<file path="src/rtl/median_filter_3x3.sv">
// 3x3 median filter placed after the window generator.
// Each stage sorts three values at a time: row sort, then column reduce, then final pick.
// Data, href and vsync each pass through three register stages, so the latency is 3 clk.
// Optional build macro MEDIAN_BORDER_ZERO_EN zeroes the windows that touch the image border.
module median_filter_3x3 #(
  parameter int DATA_WIDTH = 8,
  parameter int IMG_WIDTH  = 640,
  parameter int IMG_HEIGHT = 480
) (
  input  logic                  clk,
  input  logic                  rst,
  input  logic                  matrix_frame_vsync,
  input  logic                  matrix_frame_href,
  input  logic [DATA_WIDTH-1:0] matrix_p11,
  input  logic [DATA_WIDTH-1:0] matrix_p12,
  input  logic [DATA_WIDTH-1:0] matrix_p13,
  input  logic [DATA_WIDTH-1:0] matrix_p21,
  input  logic [DATA_WIDTH-1:0] matrix_p22,
  input  logic [DATA_WIDTH-1:0] matrix_p23,
  input  logic [DATA_WIDTH-1:0] matrix_p31,
  input  logic [DATA_WIDTH-1:0] matrix_p32,
  input  logic [DATA_WIDTH-1:0] matrix_p33,
  output logic                  post_frame_vsync,
  output logic                  post_frame_href,
  output logic [DATA_WIDTH-1:0] post_img_y
);

  typedef logic [DATA_WIDTH-1:0] pix_t;

  // An image without an interior pixel has no meaningful median window.
  if (IMG_WIDTH < 3 || IMG_HEIGHT < 3) begin : g_size_check
    $error("median_filter_3x3: IMG_WIDTH and IMG_HEIGHT must be at least 3");
  end

  // Unsigned three-way compares; on a tie the lower-index operand is returned.
  function automatic pix_t max3(input pix_t a, input pix_t b, input pix_t c);
    pix_t m;
    m = (a >= b) ? a : b;
    return (m >= c) ? m : c;
  endfunction

  function automatic pix_t min3(input pix_t a, input pix_t b, input pix_t c);
    pix_t m;
    m = (b >= a) ? a : b;
    return (c >= m) ? m : c;
  endfunction

  function automatic pix_t mid3(input pix_t a, input pix_t b, input pix_t c);
    pix_t r;
    if ((a >= b && c >= a) || (a >= c && b >= a))
      r = a;
    else if ((b >= a && c >= b) || (b >= c && a >= b))
      r = b;
    else
      r = c;
    return r;
  endfunction

  pix_t row_a [3];
  pix_t row_b [3];
  pix_t row_c [3];

  pix_t max_p1 [3];
  pix_t mid_p1 [3];
  pix_t min_p1 [3];
  logic href_p1;
  logic vsync_p1;

  pix_t max_of_min_p2;
  pix_t mid_of_mid_p2;
  pix_t min_of_max_p2;
  logic href_p2;
  logic vsync_p2;

  logic zero_p2;

  // Gather the window rows so that stage 1 can loop over them.
  always_comb begin
    row_a[0] = matrix_p11; row_b[0] = matrix_p12; row_c[0] = matrix_p13;
    row_a[1] = matrix_p21; row_b[1] = matrix_p22; row_c[1] = matrix_p23;
    row_a[2] = matrix_p31; row_b[2] = matrix_p32; row_c[2] = matrix_p33;
  end

  // ---- stage 1: sort each row into max / mid / min ----
  always_ff @(posedge clk or posedge rst) begin
    if (rst) begin
      href_p1  <= 1'b0;
      vsync_p1 <= 1'b0;
      for (int r = 0; r < 3; r++) begin
        max_p1[r] <= '0;
        mid_p1[r] <= '0;
        min_p1[r] <= '0;
      end
    end else begin
      href_p1  <= matrix_frame_href;
      vsync_p1 <= matrix_frame_vsync;
      for (int r = 0; r < 3; r++) begin
        max_p1[r] <= matrix_frame_href ? max3(row_a[r], row_b[r], row_c[r]) : '0;
        mid_p1[r] <= matrix_frame_href ? mid3(row_a[r], row_b[r], row_c[r]) : '0;
        min_p1[r] <= matrix_frame_href ? min3(row_a[r], row_b[r], row_c[r]) : '0;
      end
    end
  end

  // ---- stage 2: reduce the columns of the row-sorted window ----
  always_ff @(posedge clk or posedge rst) begin
    if (rst) begin
      href_p2       <= 1'b0;
      vsync_p2      <= 1'b0;
      max_of_min_p2 <= '0;
      mid_of_mid_p2 <= '0;
      min_of_max_p2 <= '0;
    end else begin
      href_p2       <= href_p1;
      vsync_p2      <= vsync_p1;
      max_of_min_p2 <= href_p1 ? max3(min_p1[0], min_p1[1], min_p1[2]) : '0;
      mid_of_mid_p2 <= href_p1 ? mid3(mid_p1[0], mid_p1[1], mid_p1[2]) : '0;
      min_of_max_p2 <= href_p1 ? min3(max_p1[0], max_p1[1], max_p1[2]) : '0;
    end
  end

  // ---- stage 3: the final median of the three candidates ----
  always_ff @(posedge clk or posedge rst) begin
    if (rst) begin
      post_frame_href  <= 1'b0;
      post_frame_vsync <= 1'b0;
      post_img_y       <= '0;
    end else begin
      post_frame_href  <= href_p2;
      post_frame_vsync <= vsync_p2;
      post_img_y       <= (href_p2 && !zero_p2) ?
                          mid3(max_of_min_p2, mid_of_mid_p2, min_of_max_p2) : '0;
    end
  end

`ifdef MEDIAN_BORDER_ZERO_EN
  localparam int CW = (IMG_WIDTH  > 1) ? $clog2(IMG_WIDTH)  : 1;
  localparam int RW = (IMG_HEIGHT > 1) ? $clog2(IMG_HEIGHT) : 1;
  localparam logic [CW-1:0] COL_LAST = CW'(IMG_WIDTH - 1);
  localparam logic [RW-1:0] ROW_LAST = RW'(IMG_HEIGHT - 1);

  logic [CW-1:0] col_cnt;
  logic [RW-1:0] row_cnt;
  logic          href_prev;
  logic          vsync_prev;
  logic          border_now;
  logic          border_p1;

  // The counters give the position of the window that is presented in the current cycle.
  assign border_now = matrix_frame_href &&
                      (col_cnt == '0 || col_cnt == COL_LAST ||
                       row_cnt == '0 || row_cnt == ROW_LAST);

  // Track the column and row of the window; both counters saturate on the last index.
  always_ff @(posedge clk or posedge rst) begin
    if (rst) begin
      col_cnt    <= '0;
      row_cnt    <= '0;
      href_prev  <= 1'b0;
      vsync_prev <= 1'b0;
    end else begin
      href_prev  <= matrix_frame_href;
      vsync_prev <= matrix_frame_vsync;
      if (matrix_frame_href) begin
        if (col_cnt != COL_LAST) col_cnt <= col_cnt + 1'b1;
      end else begin
        col_cnt <= '0;
      end
      if (matrix_frame_vsync && !vsync_prev)
        row_cnt <= '0;
      else if (href_prev && !matrix_frame_href && row_cnt != ROW_LAST)
        row_cnt <= row_cnt + 1'b1;
    end
  end

  // Delay the border flag so that it reaches stage 3 together with its window.
  always_ff @(posedge clk or posedge rst) begin
    if (rst) begin
      border_p1 <= 1'b0;
      zero_p2   <= 1'b0;
    end else begin
      border_p1 <= border_now;
      zero_p2   <= border_p1;
    end
  end
`else
  assign zero_p2 = 1'b0;
`endif

endmodule

</file>
<file path="config.mk">
export PLATFORM = sky130hd
export DESIGN_NAME = median_filter_3x3
export DESIGN_NICKNAME = d
export VERILOG_FILES = /design/src/rtl/median_filter_3x3.sv
export SDC_FILE = /design/constraint.sdc
export NUM_CORES = 1
export LEC_CHECK = 0
export CORE_AREA = 8 8 192 194
export DETAILED_ROUTE_END_ITERATION = 8
export DIE_AREA = 0 0 200 202
export GPL_TIMING_DRIVEN = 0
export PLACE_DENSITY_LB_ADDON = 0.05
export SYNTH_ARGS = -nofsm -noshare
export SYNTH_HDL_FRONTEND = slang
export SYNTH_SLANG_ARGS = --single-unit
</file>
<file path="constraint.sdc">
create_clock -name clk -period 4.8 [get_ports clk]
set_input_delay 0.96 -clock clk [delete_from_list [all_inputs] [get_ports clk]]
set_output_delay 0.96 -clock clk [all_outputs]
set_load 0.05 [all_outputs]
</file>
* Word level (Yosys, flattened, before mapping) *
Cells that the tools add are included.
W data, S select, Z words.

word-level totals
  bits in registers = 110
  input bits = 76
  output and inout port bits = 10
  logic and storage cells = 128

cells by class
  $lt $le $gt $ge = 40
  multiplexer cells = 39
  reductions and logical operators = 30

operators with widths
  kind                 count
  $ge A8 B8 Y1         40
  $mux W8              39
  $logic_and A1 B1 Y1  20
  $logic_or A1 B1 Y1   10

* Longest topological paths before layout *
Gate-level depths: netlist of run 1.

  depth in word-level cells = 6
  mapped depth = 19
  mapped depth without buffers = 17

* Least setup slack after synthesis of run 1 *
Ideal clock, no wire load.

  kind = input-to-reg
  start = in matrix_p21[1]
  end = reg min_p1[13] (netlist name)
  setup time = 0.132 ns
  arrival time = 4.026 ns
  required time = 4.668 ns
  slack = 0.643 ns
  stages on the path = 19
  buffers on the path = 2
  cell sequence = inv_1 > ha_1 > nor2b_1 > o211ai_1 > nand3_1 > a21oi_1 > clkbuf_1 > nor2_1 > a21oi_1 > inv_1 > ha_1 > nand2b_1 > a21o_1 > a21o_1 > a41oi_1 > o21ai_1 > clkbuf_1 > o21ai_0 > a21oi_1

between the ends
  longest elaborated chain between the ends = 5

RTL lines
  item                             RTL line  text
  from (decl)                      17        input logic [DATA_WIDTH-1:0] matrix_p21,
  $ge A8 B8 Y1                     44        m = (b >= a) ? a : b;
  $mux W8 *                        44
  $ge A8 B8 Y1                     45        return (c >= m) ? m : c;
  $mux W8 *                        45
  $mux W8 *                        100       min_p1[r] <= matrix_frame_href ? min3(row_a[r], row_b[r], row_c[r]) : '0;
  to (signal, indexed assignment)  100
  to (decl)                        65        pix_t min_p1 [3];

Every way passes the cells marked *; elsewhere a longest branch is shown, timed or not.

* Worst setup path in the final report of run 1 *
  start = in matrix_p21[1]
  end = reg max_p1[10] (netlist name)

between the ends
  longest elaborated chain between the ends = 5

RTL lines
  item                             RTL line  text
  $ge A8 B8 Y1                     38        m = (a >= b) ? a : b;
  $mux W8 *                        38
  $ge A8 B8 Y1                     39        return (m >= c) ? m : c;
  $mux W8 *                        39
  $mux W8 *                        98        max_p1[r] <= matrix_frame_href ? max3(row_a[r], row_b[r], row_c[r]) : '0;
  to (signal, indexed assignment)  98
  to (decl)                        63        pix_t max_p1 [3];

Marked as above.

==> metrics.txt, run 1 <==
Overflow after GRT=0; CTS Hold Bufs=0; area leader, netlist=dfrtp_1; Area Overhead vs Synth=20.49%; Initial DRC Count=379; H-tree depth=3; Cells after Synth=1084; final hold vios=0; Avg Cell Area, Syn=between 9 and 10 µm²; Die Height=around 200 µm; cell area after synthesis=0.009966 mm²; Worst Hold Class=register to register; CP cell instances=clkdlybuf4s50_1 -> inv_1 -> ha_1 -> nor2b_1 -> o211ai_1 -> a21oi_2 -> o21ai_4 -> mux2_2 -> ha_1 -> a21o_1 -> a21o_1 -> a41oi_2 -> o21ai_4 -> mux2i_2 -> nor2_1; initial antenna violation count=0; ranking of synthesized cells by area=dfrtp_1, ha_1, mux2i_1; nets@finish=1471; DRT Wirelength=31530 µm; Primary FF master, synth=dfrtp_1; worst-margin pin slew=0.7963 ns; DRC viols=0; Fmax=217.9 MHz; PwrDens=roughly 420 mW/mm²; # rows=68; Top Family by Delay on Critical Path=compound AO/OA/AOI/OAI gates; Yosys top cell area share=~28%; Netlist cell types=47; critical path endpoint category=register; clock tree root buffer cell=clkbuf_16; vias per inst=5.000; CTS tree=done; final slew viol count=0; Starting Density=29.36%; Post-Syn Nets=1360; cts bufs inserted=9; die width=200 µm; worst clock skew=0.006506 ns; CP Buf/Inv Count=2; routability cong.=0.8237; status=complete, no violations; Yosys warning total=0; CP startpoint kind=input pin; Final ANT Viol Nets=0; async set or reset register ratio after synthesis=100.0%; hold path start=vsync_p2; fin crit share=roughly 96%; drt wl/cell=19.05 µm; Worst EP required=5.02 ns; final instance area=roughly 0.012 mm²; Critical path origin=matrix_p21[1]; critical path's slowest cell=clkdlybuf4s50_1; sequential share of the synthesized area=27.62%; port bufs=85; vias=8275; R2R Path Start=min_p1[8]; share of post-route cells with drive strength above 1=around 8.7%; VDD IR-drop max=387.6 µV; die footprint=between 0.04 and 0.05 mm²; number of synthesized register bits=110; vias in the first global route=8439; WS Path Type=input pin to register; Leak=5.746 nW; Slew headroom=46.74%; first-pass GRT wire length=49670 µm; DP HPWL=25890 µm; number of setup violations in the final report=0; DR pass1 iterations=4; minimum period implied by the final worst setup slack=4.589 ns; Worst-path clk slew=0.07 ns; Post-synth EDFFs=0; All-Layer GR Usage=15.89%; num ports=86; n_diodes=0; Design Power=between 0.005 and 0.006 W; largest net degree at the start of global routing=57; worst path arrival time=about 4.8 ns; max-cap viol count=0; worst-skew pair later-pin latency=0.36 ns; clk sinks=110; CP max FO=9; CTS max path bufs=2; placed cell area=0.01142 mm²; critical path's largest stage delay=0.57 ns; core outline area=0.03395 mm²; reg2reg setup slack=0.53 ns
[worst reg2reg max path, cell delays in order (launching register included)]
cell      delay (ns)
dfrtp_1         0.39
ha_1            0.28
nand2b_1        0.14
a21o_1          0.17
a21oi_1         0.18
o211ai_1        0.15
a21oi_2         0.49
mux2i_1         0.54
ha_1            0.32
nand2b_1        0.14
a21o_1          0.18
a21o_1          0.18
a41oi_1         0.24
o21ai_1         0.21
clkbuf_1        0.26
o21ai_0         0.20
a21oi_1         0.06
[cells in the final DEF (no fill, tap or decap), drive strengths merged, types with 3 or more instances in the layout]
cell type      Yosys  routed
xor2               3       3
inv              121     123
a21o              26      26
or2                3       3
o21a               4       4
nand4b             4       4
clkdlybuf4s50      0      84
a211oi            39      39
mux2              21      21
o211ai            16      16
nor2b             10      10
mux2i             95      95
clkbuf            16      26
nor2              46      46
a41oi              8       8
a31oi              6       6
ha               200     200
nand2b            11      11
a211o              3       3
nand3             26      26
a21oi            159     159
o21ai             65      65
buf               12      28
nand4             32      32
and2               4       4
nand2             30      30
dfrtp            110     110
[per-stage QoR]
stage / hold slack [ns] / TNS [ns] / utilization, % / worst slack [ns] / instances
finish: 0.3499 / 0 / 35.37 / 0.2110 / 1655
global route: 0.3605 / -0.008814 / 35.37 / -0.005821 / 1655
CTS: 0.3520 / 0 / 34.80 / 0.001544 / 1641
detailed placement: 0.3347 / -26.32 / 33.63 / -0.9193 / 1625
global placement: 0.3326 / -119.94 / 33.54 / -0.9506 / 1624
floorplan: 0.3312 / 0 / - / 0.6425 / 1084
[worst paths after layout]
path / depth (start not counted) / to
worst min register to register: 0 / post_frame_vsync
worst max register to register: 16 / max_of_min_p2[6]
worst min-delay path: 0 / post_frame_vsync
max in group asynchronous: 3 / href_p2
min in group asynchronous: 2 / vsync_p1
worst max-delay path: 15 / max_p1[10]
[power breakdown]
part           switching, W  leakage [nW]  internal, W
clock network      0.000352         0.157     0.000439
registers          0.000164          1.41      0.00113
logic               0.00169          4.18      0.00123
total               0.00221          5.75      0.00279
[area by class of cell]
class / instances / area (µm²)
fillers: 3535 / 21940
multi-input cells: 825 / 6802
flip-flops and latches: 110 / 2753
repair buffers: 101 / 993.5
well taps: 455 / 569.3
inverters: 121 / 456.7
clock buffers: 11 / 252.7
plain buffers: 27 / 116.4
clock inverters: 5 / 65.06
[cells in the mapped netlist, drive strengths merged, types with 8 or more instances]
library cell / instances
ha: 200
a21oi: 159
inv: 121
dfrtp: 110
mux2i: 95
o21ai: 65
nor2: 46
a211oi: 39
nand4: 32
nand2: 30
a21o: 26
nand3: 26
mux2: 21
clkbuf: 16
o211ai: 16
buf: 12
nand2b: 11
nor2b: 10
a41oi: 8
[metal layers]
metal	track usage [%]	vias up	wire, µm
met5	0	-	0
li1	-	4213	-
met2	25.63	105	14660
met1	22.07	3930	15530
met4	4.100	0	611
met3	1.929	27	725
[kinds of logic (layout without fill, tap and decap cells)]
family | Yosys count | after routing | synth area share, %
AO/OA/AOI/OAI | 334 | 334 | 20.53
XOR/XNOR | 4 | 4 | 0.3516
buffers and inverters | 149 | 265 | 5.713
AND/OR/NAND/NOR | 171 | 171 | 8.763
multiplexers | 116 | 116 | 11.91
flip-flops | 110 | 110 | 27.62
adder cells (fa/ha/maj) | 200 | 200 | 25.11
[what timing repair did]
action / CTS / global route
gates cloned: 0 / 0
gates resized for setup: 17 / 17
buffers inserted: 0 / 15
hold endpoints to repair: 0 / 0
pin swaps: 1 / 8
setup endpoints to repair: 35 / 46
[state kept, by name, summed over array words and instances, names as in the netlist, 8 cells and up]
| signal | count |
|---|---|
| max_of_min_p2 | 8 |
| post_img_y | 8 |
| mid_of_mid_p2 | 8 |
| min_p1 | 24 |
| min_of_max_p2 | 8 |
| mid_p1 | 24 |
| max_p1 | 24 |
No activity file was read; power rests on OpenSTA's default activity.
==> inputs of run 2 (changes only) <==
Settings changed: SKIP_CTS_REPAIR_TIMING from default to 1.
==> run 2 against run 1 <==
  * Die area stayed put
  * Core utilization is 0.10 points lower
  * Setup slack hardly changed
  * Total power hardly changed
  * Clock power hardly changed
  * Via count stayed put
  * Critical path type unchanged
==> metrics.txt, run 2 (synthesis results as in run 1) <==
status=complete, no violations; WS Path Type=input pin to register; combinational power share=58.3% (about the same); CTS tree=done; worst path arrival time=4.81 ns (about the same); clock tree root buffer cell=clkbuf_16; Clk pwr share=15.9% (about the same); die width=200 µm (unchanged); Fmax=217.9 MHz (about the same); minimum period implied by the final worst setup slack=4.589 ns (-0.0001070 ns); # rows=68 (unchanged); placed cell area=0.01142 mm² (unchanged); pre-CTS setup slack=-0.9193 ns (unchanged); Worst EP required=5.02 ns (about the same); nets@finish=1471 (unchanged); All-Layer GR Usage=15.81% (-0.080 points); n_diodes=0 (unchanged); worst clock skew=0.007238 ns (+0.0007319 ns); max-cap viol count=0 (unchanged); CP startpoint kind=input pin; Die Height=202 µm (unchanged); final slew viol count=0 (unchanged); CP max FO=9 (unchanged); Worst-path clk slew=0.07 ns (about the same); final std cells w/o fill=1655 (unchanged); worst-margin pin slew=0.7913 ns (-0.004967 ns); most frequent cells in the layout=ha_1, a21oi_1, inv_1; worst reg-to-reg path cell count=16 (unchanged); cts bufs inserted=9 (unchanged); Initial DRC Count=432 (+14%); H-tree depth=3 (unchanged); final instance area=0.01197 mm² (-0.28%); CTS max path bufs=2 (unchanged); core outline area=0.03395 mm² (unchanged); drt wl/cell=19.10 µm (+0.29%); Worst Hold Class=register to register; hold path cells=0 (unchanged); share of post-route cells with drive strength above 1=8.500% (-0.17 points); num ports=86 (unchanged); fin crit share=95.60% (about the same); Slew headroom=47.07% (+0.33 points); worst-skew pair later-pin latency=0.36 ns (about the same); setup TNS=0 ns (unchanged); Overflow after GRT=0 (unchanged); clk sinks=110 (unchanged); most common cell after layout, fill and taps aside=ha_1; cell internal pwr=0.002788 W (-0.15%); Final ANT Viol Nets=0 (unchanged); DP HPWL=25890 µm (unchanged); final core utilization=35.27% (-0.10 points); DR pass1 iterations=6 (+2); die footprint=0.04040 mm² (unchanged); setup ws final=0.2111 ns (+0.0001070 ns); critical path endpoint category=register; VDD IR-drop max=387.9 µV (about the same); vias=8275 (unchanged); Starting Density=29.36% (unchanged); Flop pwr share=25.8% (about the same); dpl cells=1625 (unchanged); DRC viols=0 (unchanged); final hold vios=0 (unchanged); initial antenna violation count=0 (unchanged); number of setup violations in the final report=0 (unchanged); sw power=0.002212 W (+0.17%); largest net degree at the start of global routing=57 (unchanged); Area Overhead vs Synth=20.15%; vias per inst=5.000 (unchanged); port bufs=85 (unchanged); Largest regs=max_p1: 24 flops, mid_p1: 24 flops, min_p1: 24 flops; Leak=5.743 nW (about the same); DRT Wirelength=31620 µm (+0.29%); vias in the first global route=8375 (-0.76%); PwrDens=417.5 mW/mm² (+0.27%); first-pass GRT wire length=49360 µm (-0.64%); routability cong.=0.8237 (unchanged); Switching Fraction=44.23% (+0.078 points)
run 2: power by group through the flow:
stage	Sequential, W	Clock [W]	Combinational (W)
final	0.00129	0.000793	0.00292
after global routing	0.00132	0.000861	0.00327
after CTS	0.00130	0.000826	0.00289
after detailed placement	0.00132	0	0.00288
after global placement	0.00131	0	0.00286
after floorplan	0.00131	0	0.00208
run 2: through the flow:
| step | hold slack, ns | power [W] |
|---|---|---|
| floorplan | 0.3312 | 0.003394 |
| global placement | 0.3326 | 0.004171 |
| detailed placement | 0.3347 | 0.004194 |
| CTS | 0.3520 | 0.005015 |
| global route | 0.3605 | 0.005444 |
| finish | 0.3499 | 0.005000 |
run 2: cell type report:
cell class                      instances  area, µm²
Fill cell                            3539      21970
Multi-Input combinational cell        825       6770
Sequential cell                       110       2753
Timing Repair Buffer                  100      985.9
Tap cell                              455      569.3
Inverter                              121      456.7
Clock buffer                           11      252.7
Buffer                                 28      121.4
Clock inverter                          5      65.06
run 2: path summary, 6_finish.rpt:
kind                               startpoint               end  slack [ns]
worst max-delay path            matrix_p21[1]         max_p1[9]        0.21
worst min-delay path                 vsync_p2  post_frame_vsync        0.35
worst max register to register      min_p1[8]  max_of_min_p2[5]        0.45
worst min register to register       vsync_p2  post_frame_vsync        0.35
max in group asynchronous                 rst           href_p2        3.01
min in group asynchronous                 rst          vsync_p2        1.08
run 2: layer usage:
metal / global-route usage (%) / routed length, µm / up-vias
met5: 0 / 0 / -
met4: 3.942 / 605 / 0
met3: 1.929 / 1051 / 26
met2: 25.44 / 14650 / 120
met1: 22.05 / 15310 / 3913
li1: - / - / 4216
run 2: worst max-delay path: stages:
cell	delay (ns)
clkdlybuf4s50_1	0.57
inv_1	0.09
ha_1	0.31
nor2b_1	0.13
o211ai_1	0.20
a21oi_1	0.20
o21ai_4	0.26
buf_4	0.16
mux2_2	0.35
ha_1	0.28
a21o_1	0.14
a41oi_2	0.19
o21ai_4	0.45
mux2i_2	0.41
nor2_1	0.08
==> inputs of run 3 (changes only) <==
Clock period 4.8 ns to 4.1 ns, I/O delays scaled along.
==> run 3 against run 2 <==
  * Die area unchanged
  * Setup slack got worse by 0.12 ns
  * Critical path type unchanged
  * Sequential cell count did not move
  * First-iteration DRC count down 7.2%
  * Global-route usage unchanged
  * Critical endpoint is now min_p1[14]
  * Sequential power increased by 17%
  * Largest power group unchanged
  * Core utilization rose by 1.7 points
  * Register-to-register slack got worse by 0.24 ns
  * Cell count grew 1.3%
  * Non-clock buffer count grew 19
  * Total power up 21%
==> metrics.txt, run 3 (synthesis results as in run 1) <==
All-Layer GR Usage=15.81% (unchanged); most frequent cells in the layout=ha_1, a21oi_1, inv_1; first-pass GRT wire length=49360 µm (unchanged); cts bufs inserted=9 (unchanged); clock tree root buffer cell=clkbuf_16; Overflow after GRT=0 (unchanged); DRC viols=0 (unchanged); met2 usage=25.44% (unchanged); dpl cells=1625 (unchanged); Leak=6.252 nW (+8.9%); Initial DRC Count=401 (-7.2%); n_diodes=0 (unchanged); H-tree depth=3 (unchanged); hold path cells=0 (unchanged); vias in the first global route=8375 (unchanged); die width=200 µm (unchanged); VDD IR-drop max=454.0 µV (+17%); num ports=86 (unchanged); Worst EP required=4.33 ns (-0.69 ns); pre-CTS setup slack=-1.479 ns (-0.5600 ns); DR pass1 iterations=5 (-1); most common cell after layout, fill and taps aside=ha_1; setup ws final=0.09206 ns (-0.1190 ns); Die Height=202 µm (unchanged); vias per inst=5.045 (+0.89%); nets@finish=1493 (+1.5%); Starting Density=29.36% (unchanged); max-cap viol count=0 (unchanged); worst-skew pair later-pin latency=0.35 ns (about the same); worst clock skew=0.007678 ns (+0.0004399 ns); CTS max path bufs=2 (unchanged); Final ANT Viol Nets=0 (unchanged); share of post-route cells with drive strength above 1=13.09% (+4.6 points); # rows=68 (unchanged); Fmax=roughly 250 MHz; critical path endpoint category=register; port bufs=85 (unchanged); Largest regs=max_p1: 24 flops, mid_p1: 24 flops, min_p1: 24 flops; largest net degree at the start of global routing=57 (unchanged); vias=8460 (+2.2%); final slew viol count=0 (unchanged); Slew headroom=47.05% (about the same); busiest grt layer=met2; fin crit share=a little over nine tenths; routability cong.=0.8237 (unchanged); final std cells w/o fill=1677 (+1.3%); CP max FO=10 (+1); core outline area=0.03395 mm² (unchanged); Area Overhead vs Synth=25.79%; DP HPWL=25890 µm (unchanged); PwrDens=482.7 mW/mm² (+16%); met1 Usage GRT=22.05% (unchanged); worst reg-to-reg path cell count=17 (+1); status=complete, no violations; worst-margin pin slew=0.7916 ns (+0.0002994 ns); CP startpoint kind=input pin; drt wl/cell=19.33 µm (+1.2%); Worst-path clk slew=0.07 ns (about the same); fillcell total=3511 (-0.79%); final hold vios=0 (unchanged); GR Util met3=1.929% (unchanged); die footprint=0.04040 mm² (unchanged); number of setup violations in the final report=0 (unchanged); WS Path Type=input pin to register; CTS tree=done; worst path arrival time=4.24 ns (-0.57 ns); DRT Wirelength=32420 µm (+2.5%); Worst Hold Class=register to register; clk sinks=110 (unchanged); initial antenna violation count=0 (unchanged); minimum period implied by the final worst setup slack=4.008 ns
## run 3: changes by cell type in the layout (fill, tap and decap cells not counted), moves of 7 or more
cell             change
o21ai_2              +7
a21oi_1              -9
dlymetal6s2s_1      +42
buf_4               +15
clkdlybuf4s50_1     -43
mux2i_1              -8
## run 3: critical path, stage by stage
cell and delay, ns:
clkdlybuf4s50_1 0.60, ha_1 0.29, o211ai_1 0.09, buf_4 0.15, nand3_1 0.12, a21oi_4 0.20
buf_6 0.16, nor2_1 0.05, a21oi_2 0.15, inv_1 0.07, ha_1 0.26, nand2b_1 0.14
a21o_1 0.17, a21o_1 0.20, a41oi_2 0.21, o21ai_4 0.13, clkbuf_4 0.21, o21ai_0 0.15
a21oi_1 0.06
## run 3: power by group
part	switching [W]	total (W)	internal (W)
sequential	0.000197	0.00151	0.00132
combinational	0.00206	0.00361	0.00155
clock	0.000414	0.000928	0.000514
## run 3: layout make-up
cell class                      instances  area [µm²]  share of cell area, %
Sequential cell                       110        2753                  21.96
Inverter                              121       456.7                  3.643
Buffer                                 28       131.4                  1.048
Clock inverter                          5       65.06                 0.5190
Multi-Input combinational cell        828        7047                  56.21
Tap cell                              455       569.3                  4.541
Clock buffer                           11       252.7                  2.016
Timing Repair Buffer                  119        1261                  10.06
## run 3: path summary, 6_finish.rpt
check	startpoint	endpoint	slack, ns
worst min-delay path	vsync_p2	post_frame_vsync	0.35
max in group asynchronous	rst	href_p2	2.44
worst min register to register	vsync_p2	post_frame_vsync	0.35
min in group asynchronous	rst	vsync_p2	0.94
worst max register to register	min_p1[8]	max_of_min_p2[6]	0.21
worst max-delay path	matrix_p22[2]	min_p1[14]	0.09
## run 3: per-layer routing
layer  part of all wire, %  vias to the layer above
met1                    48                     4058
met5                     0                        -
met3                   3.2                       24
met2                    47                      115
met4                   1.8                        0
li1                      -                     4263
## run 3: stage by stage
stage          hold slack (ns)  setup TNS (ns)  cell area (µm²)  utilization, %  total power [W]
2_1_floorplan           0.3312               0             9966               -         0.003973
3_3_place_gp            0.3326         -209.09            11390           33.54         0.004883
3_5_place_dp            0.3347          -53.70            11420           33.63         0.004910
4_1_cts                 0.3520          -36.66            11730           34.56         0.005872
5_1_grt                 0.3605         -0.1826            12540           36.93         0.006576
6_report                0.3502               0            12540           36.93         0.006051
